<file path="config.mk">
export PLATFORM = sky130hd
export DESIGN_NAME = opb_reg_slot_arbiter_flat
export DESIGN_NICKNAME = d
export VERILOG_FILES = /design/src/rtl/opb_reg_slot_arbiter_pkg.sv /design/src/rtl/opb_reg_slot_arbiter_if.sv /design/src/rtl/opb_reg_slot_arbiter_decode.sv /design/src/rtl/opb_reg_slot_arbiter.sv /design/src/flat_wrapper.sv
export SDC_FILE = /design/constraint.sdc
export NUM_CORES = 1
export LEC_CHECK = 0
export CORE_UTILIZATION = 39
export DETAILED_ROUTE_END_ITERATION = 8
export PLACE_DENSITY = 0.87
export SYNTH_ARGS = -nofsm -noshare
export SYNTH_HDL_FRONTEND = slang
export SYNTH_SLANG_ARGS = --single-unit
</file>
<file path="constraint.sdc">
create_clock -name OPB_Clk -period 3.01 [get_ports OPB_Clk]
set_input_delay 0.602 -clock OPB_Clk [delete_from_list [all_inputs] [get_ports OPB_Clk]]
set_output_delay 0.602 -clock OPB_Clk [all_outputs]
set_load 0.1 [all_outputs]
</file>
<file path="src/rtl/opb_reg_slot_arbiter_pkg.sv">
// rtl/opb_reg_slot_arbiter_pkg.sv - shared constants for the OPB register-slot arbiter
package opb_reg_slot_arbiter_pkg;

    localparam int OPB_DW    = 32;
    localparam int ERR_CNT_W = 16;

    localparam logic [1:0] ST_IDLE   = 2'd0;
    localparam logic [1:0] ST_ACCESS = 2'd1;
    localparam logic [1:0] ST_ERR    = 2'd2;
    localparam logic [1:0] ST_DONE   = 2'd3;

endpackage

</file>
<file path="src/rtl/opb_reg_slot_arbiter_if.sv">
// rtl/opb_reg_slot_arbiter_if.sv - OPB-side and slave-side signal bundle of the arbiter
interface opb_reg_slot_arbiter_if #(
    parameter int N_SLAVES = 4,
    parameter int ERR_W    = opb_reg_slot_arbiter_pkg::ERR_CNT_W
);
    localparam int DW = opb_reg_slot_arbiter_pkg::OPB_DW;

    logic [0:DW-1]          OPB_ABus;
    logic                   OPB_select;
    logic                   OPB_RNW;
    logic [N_SLAVES-1:0]    slv_select;
    logic [DW*N_SLAVES-1:0] slv_DBus;
    logic [N_SLAVES-1:0]    slv_xferAck;
    logic [N_SLAVES-1:0]    slv_toutSup;
    logic [0:DW-1]          Sl_DBus;
    logic                   Sl_xferAck;
    logic                   Sl_errAck;
    logic                   Sl_retry;
    logic                   Sl_toutSup;
    logic                   slv_rnw;
    logic [ERR_W-1:0]       err_count;

    modport slave (
        input  OPB_ABus, OPB_select, OPB_RNW, slv_DBus, slv_xferAck, slv_toutSup,
        output slv_select, Sl_DBus, Sl_xferAck, Sl_errAck, Sl_retry, Sl_toutSup,
               slv_rnw, err_count
    );

    modport master (
        output OPB_ABus, OPB_select, OPB_RNW, slv_DBus, slv_xferAck, slv_toutSup,
        input  slv_select, Sl_DBus, Sl_xferAck, Sl_errAck, Sl_retry, Sl_toutSup,
               slv_rnw, err_count
    );

endinterface

</file>
<file path="src/rtl/opb_reg_slot_arbiter_decode.sv">
// rtl/opb_reg_slot_arbiter_decode.sv - combinational OPB address to slot decoder
module opb_slot_decode #(
    parameter int          N_SLAVES   = 4,
    parameter logic [31:0] C_BASEADDR = 32'h0100_8000,
    parameter int          SLOT_LOG2  = 8,
    parameter int          IDX_W      = 2
) (
    input  logic [31:0]      addr_i,
    output logic [IDX_W-1:0] slot_o,
    output logic             mapped_o
);
    logic [31:0] offset;
    logic [31:0] slot_full;

    // Addresses below the base wrap to a huge offset, so the explicit >= test keeps them unmapped.
    assign offset    = addr_i - C_BASEADDR;
    assign slot_full = offset >> SLOT_LOG2;
    assign slot_o    = slot_full[IDX_W-1:0];
    assign mapped_o  = (addr_i >= C_BASEADDR) && (slot_full < 32'(N_SLAVES));

endmodule

</file>
<file path="src/rtl/opb_reg_slot_arbiter.sv">
// rtl/opb_reg_slot_arbiter.sv - OPB slot decode, slave select, ack/timeout and error counting
module opb_reg_slot_arbiter
    import opb_reg_slot_arbiter_pkg::*;
#(
    parameter int          N_SLAVES   = 4,
    parameter logic [31:0] C_BASEADDR = 32'h0100_8000,
    parameter int          SLOT_LOG2  = 8,
    parameter int          TIMEOUT    = 16,
    parameter int          ERR_W      = ERR_CNT_W
) (
    input logic                    OPB_Clk,
    input logic                    OPB_Rst_n,
    opb_reg_slot_arbiter_if.slave  bus
);
    localparam int IDX_W = (N_SLAVES > 1) ? $clog2(N_SLAVES) : 1;

    logic [1:0]          state_q, state_d;
    logic [IDX_W-1:0]    slot_q, slot_d;
    logic [7:0]          cnt_q, cnt_d;
    logic [N_SLAVES-1:0] sel_q, sel_d;
    logic [OPB_DW-1:0]   dbus_q, dbus_d;
    logic                xack_q, xack_d;
    logic                eack_q, eack_d;
    logic                tsup_q, tsup_d;
    logic [ERR_W-1:0]    errc_q, errc_d;

    logic [IDX_W-1:0]    dec_slot;
    logic                dec_mapped;
    logic [OPB_DW-1:0]   slv_rdata;
    logic                slot_ack;
    logic                slot_tsup;

    opb_slot_decode #(
        .N_SLAVES   (N_SLAVES),
        .C_BASEADDR (C_BASEADDR),
        .SLOT_LOG2  (SLOT_LOG2),
        .IDX_W      (IDX_W)
    ) u_decode (
        .addr_i   (bus.OPB_ABus),
        .slot_o   (dec_slot),
        .mapped_o (dec_mapped)
    );

    // Only the latched slot is ever looked at; other slaves' acks are ignored.
    assign slv_rdata = bus.slv_DBus[{slot_q, 5'b00000} +: OPB_DW];
    assign slot_ack  = bus.slv_xferAck[slot_q];
    assign slot_tsup = bus.slv_toutSup[slot_q];

    // Next-state logic: transaction FSM, timeout counter and one-cycle ack pulses.
    always_comb begin
        state_d = state_q;
        slot_d  = slot_q;
        cnt_d   = cnt_q;
        dbus_d  = '0;
        xack_d  = 1'b0;
        eack_d  = 1'b0;
        errc_d  = errc_q;
        sel_d   = '0;
        case (state_q)
            ST_IDLE: begin
                if (bus.OPB_select) begin
                    if (dec_mapped) begin
                        slot_d  = dec_slot;
                        cnt_d   = 8'd0;
                        state_d = ST_ACCESS;
                    end else begin
                        state_d = ST_ERR;
                    end
                end
            end
            ST_ACCESS: begin
                // Abort beats ack; ack beats a timeout landing in the same cycle.
                if (!bus.OPB_select) begin
                    state_d = ST_IDLE;
                end else if (slot_ack) begin
                    xack_d  = 1'b1;
                    dbus_d  = bus.OPB_RNW ? slv_rdata : '0;
                    state_d = ST_DONE;
                end else if (!slot_tsup) begin
                    if (cnt_q == 8'(TIMEOUT - 2)) begin
                        state_d = ST_ERR;
                    end
                    cnt_d = cnt_q + 8'd1;
                end
            end
            ST_ERR: begin
                eack_d  = 1'b1;
                errc_d  = (errc_q == {ERR_W{1'b1}}) ? errc_q : errc_q + 1'b1;
                state_d = ST_DONE;
            end
            ST_DONE: begin
                if (!bus.OPB_select) begin
                    state_d = ST_IDLE;
                end
            end
            default: state_d = ST_IDLE;
        endcase
        if (state_d == ST_ACCESS) begin
            sel_d[slot_d] = 1'b1;
        end
        tsup_d = (state_q == ST_ACCESS) && (state_d == ST_ACCESS) && slot_tsup;
    end

    // State and output registers; reset drops every select and ack at once.
    always_ff @(posedge OPB_Clk or negedge OPB_Rst_n) begin
        if (!OPB_Rst_n) begin
            state_q <= ST_IDLE;
            slot_q  <= '0;
            cnt_q   <= '0;
            sel_q   <= '0;
            dbus_q  <= '0;
            xack_q  <= 1'b0;
            eack_q  <= 1'b0;
            tsup_q  <= 1'b0;
            errc_q  <= '0;
        end else begin
            state_q <= state_d;
            slot_q  <= slot_d;
            cnt_q   <= cnt_d;
            sel_q   <= sel_d;
            dbus_q  <= dbus_d;
            xack_q  <= xack_d;
            eack_q  <= eack_d;
            tsup_q  <= tsup_d;
            errc_q  <= errc_d;
        end
    end

    assign bus.slv_select = sel_q;
    assign bus.Sl_DBus    = dbus_q;
    assign bus.Sl_xferAck = xack_q;
    assign bus.Sl_errAck  = eack_q;
    assign bus.Sl_retry   = 1'b0;
    assign bus.Sl_toutSup = tsup_q;
    assign bus.slv_rnw    = bus.OPB_RNW;
    assign bus.err_count  = errc_q;

endmodule

</file>
<file path="src/flat_wrapper.sv">
// flat-port wrapper written by rule: the top's interface ports become plain ports
module opb_reg_slot_arbiter_flat import opb_reg_slot_arbiter_pkg::*;
#(
    parameter int          N_SLAVES   = 4,
    parameter logic [31:0] C_BASEADDR = 32'h0100_8000,
    parameter int          SLOT_LOG2  = 8,
    parameter int          TIMEOUT    = 16,
    parameter int          ERR_W      = ERR_CNT_W
)
  (OPB_Clk, OPB_Rst_n, bus_OPB_ABus, bus_OPB_select, bus_OPB_RNW, bus_slv_DBus, bus_slv_xferAck, bus_slv_toutSup, bus_slv_select, bus_Sl_DBus, bus_Sl_xferAck, bus_Sl_errAck, bus_Sl_retry, bus_Sl_toutSup, bus_slv_rnw, bus_err_count);
  opb_reg_slot_arbiter_if #(.N_SLAVES(N_SLAVES), .ERR_W(ERR_W)) bus_i ();
  input logic OPB_Clk;
  input logic OPB_Rst_n;
  input wire logic [$bits(bus_i.OPB_ABus)-1:0] bus_OPB_ABus;
  input wire logic [$bits(bus_i.OPB_select)-1:0] bus_OPB_select;
  input wire logic [$bits(bus_i.OPB_RNW)-1:0] bus_OPB_RNW;
  input wire logic [$bits(bus_i.slv_DBus)-1:0] bus_slv_DBus;
  input wire logic [$bits(bus_i.slv_xferAck)-1:0] bus_slv_xferAck;
  input wire logic [$bits(bus_i.slv_toutSup)-1:0] bus_slv_toutSup;
  output wire logic [$bits(bus_i.slv_select)-1:0] bus_slv_select;
  output wire logic [$bits(bus_i.Sl_DBus)-1:0] bus_Sl_DBus;
  output wire logic [$bits(bus_i.Sl_xferAck)-1:0] bus_Sl_xferAck;
  output wire logic [$bits(bus_i.Sl_errAck)-1:0] bus_Sl_errAck;
  output wire logic [$bits(bus_i.Sl_retry)-1:0] bus_Sl_retry;
  output wire logic [$bits(bus_i.Sl_toutSup)-1:0] bus_Sl_toutSup;
  output wire logic [$bits(bus_i.slv_rnw)-1:0] bus_slv_rnw;
  output wire logic [$bits(bus_i.err_count)-1:0] bus_err_count;
  assign bus_i.OPB_ABus = bus_OPB_ABus;
  assign bus_i.OPB_select = bus_OPB_select;
  assign bus_i.OPB_RNW = bus_OPB_RNW;
  assign bus_i.slv_DBus = bus_slv_DBus;
  assign bus_i.slv_xferAck = bus_slv_xferAck;
  assign bus_i.slv_toutSup = bus_slv_toutSup;
  assign bus_slv_select = bus_i.slv_select;
  assign bus_Sl_DBus = bus_i.Sl_DBus;
  assign bus_Sl_xferAck = bus_i.Sl_xferAck;
  assign bus_Sl_errAck = bus_i.Sl_errAck;
  assign bus_Sl_retry = bus_i.Sl_retry;
  assign bus_Sl_toutSup = bus_i.Sl_toutSup;
  assign bus_slv_rnw = bus_i.slv_rnw;
  assign bus_err_count = bus_i.err_count;
  opb_reg_slot_arbiter #(.N_SLAVES(N_SLAVES), .C_BASEADDR(C_BASEADDR), .SLOT_LOG2(SLOT_LOG2), .TIMEOUT(TIMEOUT), .ERR_W(ERR_W)) u_core (.OPB_Clk(OPB_Clk), .OPB_Rst_n(OPB_Rst_n), .bus(bus_i));
endmodule
</file>
# Word level (Yosys, flattened, before mapping)
# Index checks and enable logic that the tools add are counted.
[word_totals] ff_bits=67 latchBits=0 ramBits=0 rom_bits=0 inputBits=172 output_inout_bits=57 elab_cells=70 n_memories=0
[classes] n_addsub=3 multipliers=0 div_mod_pow=0 magnitude_cmp=5 n_eq_ne=11 shifts=1 mux=32 bitwise_logic=1 n_reduce_logical=8
[op_table] operator="$mux W32" count=4
[op_table] operator="$shiftx A128 B8 Y32" count=1
[op_table] operator="$mux W8" count=5
[op_table] operator="$ge A32 B25 Y1 const B" count=1
[op_table] operator="$sub A32 B25 Y32 const B" count=1
[op_table] operator="$lt A24 B3 Y1 const B" count=1
[op_table] operator="$mux W2" count=10
[op_table] operator="$add A16 B1 Y16 const B" count=1
[op_table] operator="$eq A16 B16 Y1 const B" count=1
[op_table] operator="$pmux W8 S2" count=1
[op_table] operator="$add A8 B1 Y8 const B" count=1
[op_table] operator="$eq A8 B4 Y1 const B" count=1
[op_table] operator="$ne A2 B2 Y1 const B" count=4
[op_table] operator="$pmux W2 S4" count=1
[op_table] operator="$mux W1" count=7
[op_table] operator="$lt A2 B3 Y1 const B" count=2
[op_table] operator="$reduce_and A6 Y1" count=1
[op_table] operator="$bmux W1 S2" count=2
[op_table] operator="$eq A2 B1 Y1 const B" count=2
[op_table] operator="$eq A2 B2 Y1 const B" count=2
[op_table] operator="$logic_and A1 B1 Y1" count=4
[op_table] operator="$mux W4" count=1
[op_table] operator="$demux W1 S2" count=1
[op_table] operator="$ge A2 B1 Y1 const B" count=1
[op_table] operator="5 further kinds" count=5

# Depth between registers and ports, before layout
[logic_depth] depth_word=11 depth_mapped=8 depth_no_buf=7

# Hierarchy
# Synthesis repeated with hierarchy kept, for this count alone.
[unflattened] hier_cells=345 area_unflattened_um2=3972.6
[by_module_without_submodules] module="opb_reg_slot_arbiter" instances=1 cells_each=302 area_each_um2=3664.8 seq_area_each_um2=1676.6
[by_module_without_submodules] module="opb_slot_decode" instances=1 cells_each=43 area_each_um2=307.8 seq_area_each_um2=0.0

# Worst setup path before layout
# OpenSTA, ideal clock, no wires.
[synth_path] kind="register to register" start="register u_core.errc_q[4] (netlist: u_core.bus.err_count[4])" end="register u_core.errc_q[15] (netlist: u_core.bus.err_count[15])" setup_ns=0.162 arrival_ns=2.382 t_required_ns=2.848 path_slack_ns=0.466 path_stages_with_launch=6 path_buffers=0 period_less_slack_ns=2.544 path_cell_list="dfrtp_1 -> and4_1 -> nand4_1 -> o31ai_2 -> nor3_1 -> xor2_1"
[synth_between] elab_chain_len=3 elab_cells_between_ends=4 cone_classes="add/sub (1); eq/ne (1); bitwise (1); reduce/logical (1)"
[synth_rtl] item="start: declaration" line_no="opb_reg_slot_arbiter.sv:25" source="logic [ERR_W-1:0] errc_q, errc_d;"
[synth_rtl] item="start signal: assignment" line_no="opb_reg_slot_arbiter.sv:125" source="errc_q <= errc_d;"
[synth_rtl] item="parallel branches: the longest is 3 deep, another holds $add A16 B1 Y16"
# Parallel ways; which one is timed is not known.
# A chain may end at the register's enable or synchronous reset.

# Final worst setup path
[layout_path] start="input bus_OPB_ABus[15]" end="register u_core.cnt_q[4]"
[layout_between] elab_chain_len=5 elab_cells_between_ends=6 cone_classes="add/sub (1); order compare (2); eq/ne (1); reduce/logical (2)"
[layout_rtl] item="start: declaration" line_no="flat_wrapper.sv:14" source="input wire logic [$bits(bus_i.OPB_ABus)-1:0] bus_OPB_ABus;"
[layout_rtl] item="$sub A32 B25 Y32" line_no="opb_reg_slot_arbiter_decode.sv:16" source="assign offset = addr_i - C_BASEADDR;"
[layout_rtl] item="$lt A24 B3 Y1" line_no="opb_reg_slot_arbiter_decode.sv:19" source="assign mapped_o = (addr_i >= C_BASEADDR) && (slot_full < 32'(N_SLAVES));"
[layout_rtl] item="$logic_and A1 B1 Y1 *" line_no="opb_reg_slot_arbiter_decode.sv:19"
[layout_rtl] item="$ne A2 B1 Y1 (no source line) *"
[layout_rtl] item="$reduce_and A6 Y1 (no source line) *"
[layout_rtl] item="end signal: assignment" line_no="opb_reg_slot_arbiter.sv:119" source="cnt_q <= cnt_d;"
[layout_rtl] item="end: declaration" line_no="opb_reg_slot_arbiter.sv:19" source="logic [7:0] cnt_q, cnt_d;"
# Mark *: on every way between the ends. The rest lies on a longest branch, timed or not.

==> results.toml <==
[clock_network]
cts_resized = 0
numCtsBuffers = 9
clk_latency_ns = 0.35
clock-root-buffer = "clkbuf_8"
cts_max_path_buffers = 2
clock_sink_count = 67
htreeDepth = 3
post_cts_buffers = 0
cts.clk_slew.worst_paths_ns = 0.08
tritoncts = "done"
hold_buffers = 0

[sta]
final.period_utilization_pct = 90.5
maxSlewViolCount = 0
slew-limit-headroom_pct = 37.7
hold_viol_final = 0
fin_skew_ns = 0.0123
tightest_slew_ns = 0.935
holdWs_ns = 0.341
setup_viol_count_final = 0
period_needed_ns = 2.72
fmax_ghz = 0.367
grt_setup_unrepaired = "no"

[yosys]
yosysTopAreaCellShare_pct = 42.4
syn-instance-count = 330
syn_area_mm2 = 0.00395
ys_warn_count = 0
ys_seq_elements = 67
synth_top_area_cell = "dfrtp_1"
synth_area_per_cell_um2 = 12.0
synth_enable_flop_cells = 0
ys_async_sr_fraction_pct = 100
synthFlopType = "dfrtp_1"
ys_top_cells_by_area = "dfrtp_1 (42%), mux4_2 (19%), and3_1 (5.4%)"
synth.distinct_cells = 60
yosysSeqAreaShare_pct = 42.4
synth_fp_nets = 506

[setup_path]
critPathLaunchType = "input pin"
worstReg2RegStart = "u_core.cnt_q[0]$_DFFE_PN0P_"
arrival_ns = 2.94
crit_path_start = "bus_OPB_ABus[15]"
cp_max_fo = 8
worst-setup-path-type = "in -> reg"
critical_path_required_ns = 3.23
cp-end-kind = "flip-flop"

[power]
switchingPower_mw = 1.19
internal-power_mw = 1.90
total_power_mw = 3.09
clockPowerShare_pct = 26.6
pwr-share-comb_pct = 37.6
p_seq_share_pct = 35.8
p_leak_nw = 2.83
irDropWorstVdd_mv = 0.251
power.density_mw_per_mm2 = 488
p_sw_share_pct = 38.6

[floorplan]
die_w_um = 103
core_mm2 = 0.00977
fp.dieH_um = 103
rows = 36
die-area_mm2 = 0.0105
io_pins = 229
floorplan.initialDensity_pct = 40.4

[grt]
grt_first_pass_wirelength_um = 19200
grt_pass1_vias = 3861
grt_max_degree = 37
antenna_found_initial = 0
grt_overflow = 0
grt_util_all_layers_pct = 24.6

[drt]
drt-pass1-iter-count = 4
finalWirelength_um = 12800
wire_per_inst_um = 18.7
postRouteAntennaNets = 0
drc = 0
vias_per_cell = 5.46
drt_iter0_drc = 186
vias = 3730

[layout]
nets = 721
area_delta_synth_final_pct = 60.4
n_antenna_cell = 0
drive_gt1_share_pct = 24.9

[placement]
gp_congestion = 0.861
dpl.hpwl_um = 10200
portBuffers = 219

[run]
drv_cap = 0

[hold_path]
min_path_type = "in -> async"

[outcome]
status = "finished clean"
## cells in the mapped netlist (3+ instances only)
master / number
o21ai_1: 8
a31oi_1: 5
buf_2: 4
nand2_1: 21
nor2_1: 12
o21a_1: 3
mux4_2: 34
a21oi_1: 4
inv_1: 10
and4_1: 4
nor2b_1: 3
xnor2_1: 5
nor3_1: 10
and2_1: 3
nand4_1: 9
nand2b_1: 3
buf_4: 3
and3_1: 34
or4_4: 3
o21ai_0: 4
dfrtp_1: 67
clkbuf_1: 12
xor2_1: 9
ha_1: 4
nand3_1: 7
## critical path, stage by stage
cell	delay (ns)
clkdlybuf4s50_1	0.42
inv_1	0.07
ha_1	0.15
or3b_2	0.43
a2111oi_0	0.40
and4_2	0.33
and4_1	0.40
o21ai_1	0.12
## cells by family after synthesis
family	Yosys count	share of synthesized area, %
adders and majority gates	4	1.27
AOI/OAI and AO/OA	45	8.39
and+or+nand+nor	129	20.1
buffers and inverters	33	4.28
xor gates and xnor gates	14	3.10
muxes	37	20.3
DFF	67	42.4
other	1	0.0949
## layer usage
layer / vias up / global-route usage [%] / share of wire [%]
met4: 0 / 9.34 / 2.9
met3: 26 / 6.85 / 8.6
met2: 172 / 45.9 / 53
met1: 1825 / 26.1 / 36
li1: 1707 / - / -
met5: - / 0 / 0
## worst paths after layout
path,endpoint,slack (ns),cells past startpoint
setup reg to reg,u_core.bus.slv_select[3]$_DFF_PN0_,0.54,7
setup / recovery,u_core.cnt_q[4]$_DFFE_PN0P_,0.29,8
hold / removal,u_core.bus.err_count[8]$_DFFE_PN0P_,0.34,1
hold reg to reg,u_core.bus.err_count[10]$_DFFE_PN0P_,0.49,1
min in group OPB_Clk,u_core.bus.err_count[10]$_DFFE_PN0P_,0.49,1
max in group asynchronous,u_core.bus.Sl_DBus[24]$_DFF_PN0_,2.01,2
## cell usage in the layout (no fill, tap or decap), types with 10 or more instances in the layout
cell and n:
and3_1 34, buf_4 62, clkdlybuf4s50_1 162, dfrtp_1 66, inv_1 10, mux4_2 34, nand2_1 21, nor2_1 12
nor3_1 10
## flip-flops by register name (all words and copies together) (netlist names)
name / flops
u_core.cnt_q: 8
u_core.bus.Sl_xferAck: 1
u_core.bus.Sl_toutSup: 1
u_core.state_q: 2
u_core.bus.slv_select: 4
u_core.slot_q: 2
u_core.bus.err_count: 16
u_core.bus.Sl_DBus: 32
u_core.bus.Sl_errAck: 1
## power groups by stage
stage	Clock, mW	Combinational, mW	Sequential (mW)
floorplan	0	0.334	1.51
global placement	0	1.13	1.12
detailed placement	0	1.16	1.12
CTS	0.836	1.17	1.11
global route	0.880	1.23	1.12
finish	0.821	1.16	1.11
## per-stage QoR
step / cells / cell area (µm²) / setup TNS [ns] / util (%) / worst slack (ns)
floorplan: 330 / 3950 / 0 / - / 0.466
global placement: 667 / 6120 / 0 / 62.6 / 0.00844
detailed placement: 667 / 6120 / -0.371 / 62.6 / -0.0591
CTS: 683 / 6340 / 0 / 64.8 / 0.307
global route: 683 / 6340 / 0 / 64.8 / 0.130
finish: 683 / 6340 / 0 / 64.8 / 0.287
## final cells by class
cell class,count,area [µm²]
clock buffer,10,128
tap,133,166
fill,788,3440
inverter,10,37.5
sequential,67,1680
timing repair buffer,227,2130
multi-input combinational,230,2100
clock inverter,6,90.1
Power figures use the tool's default switching activity.
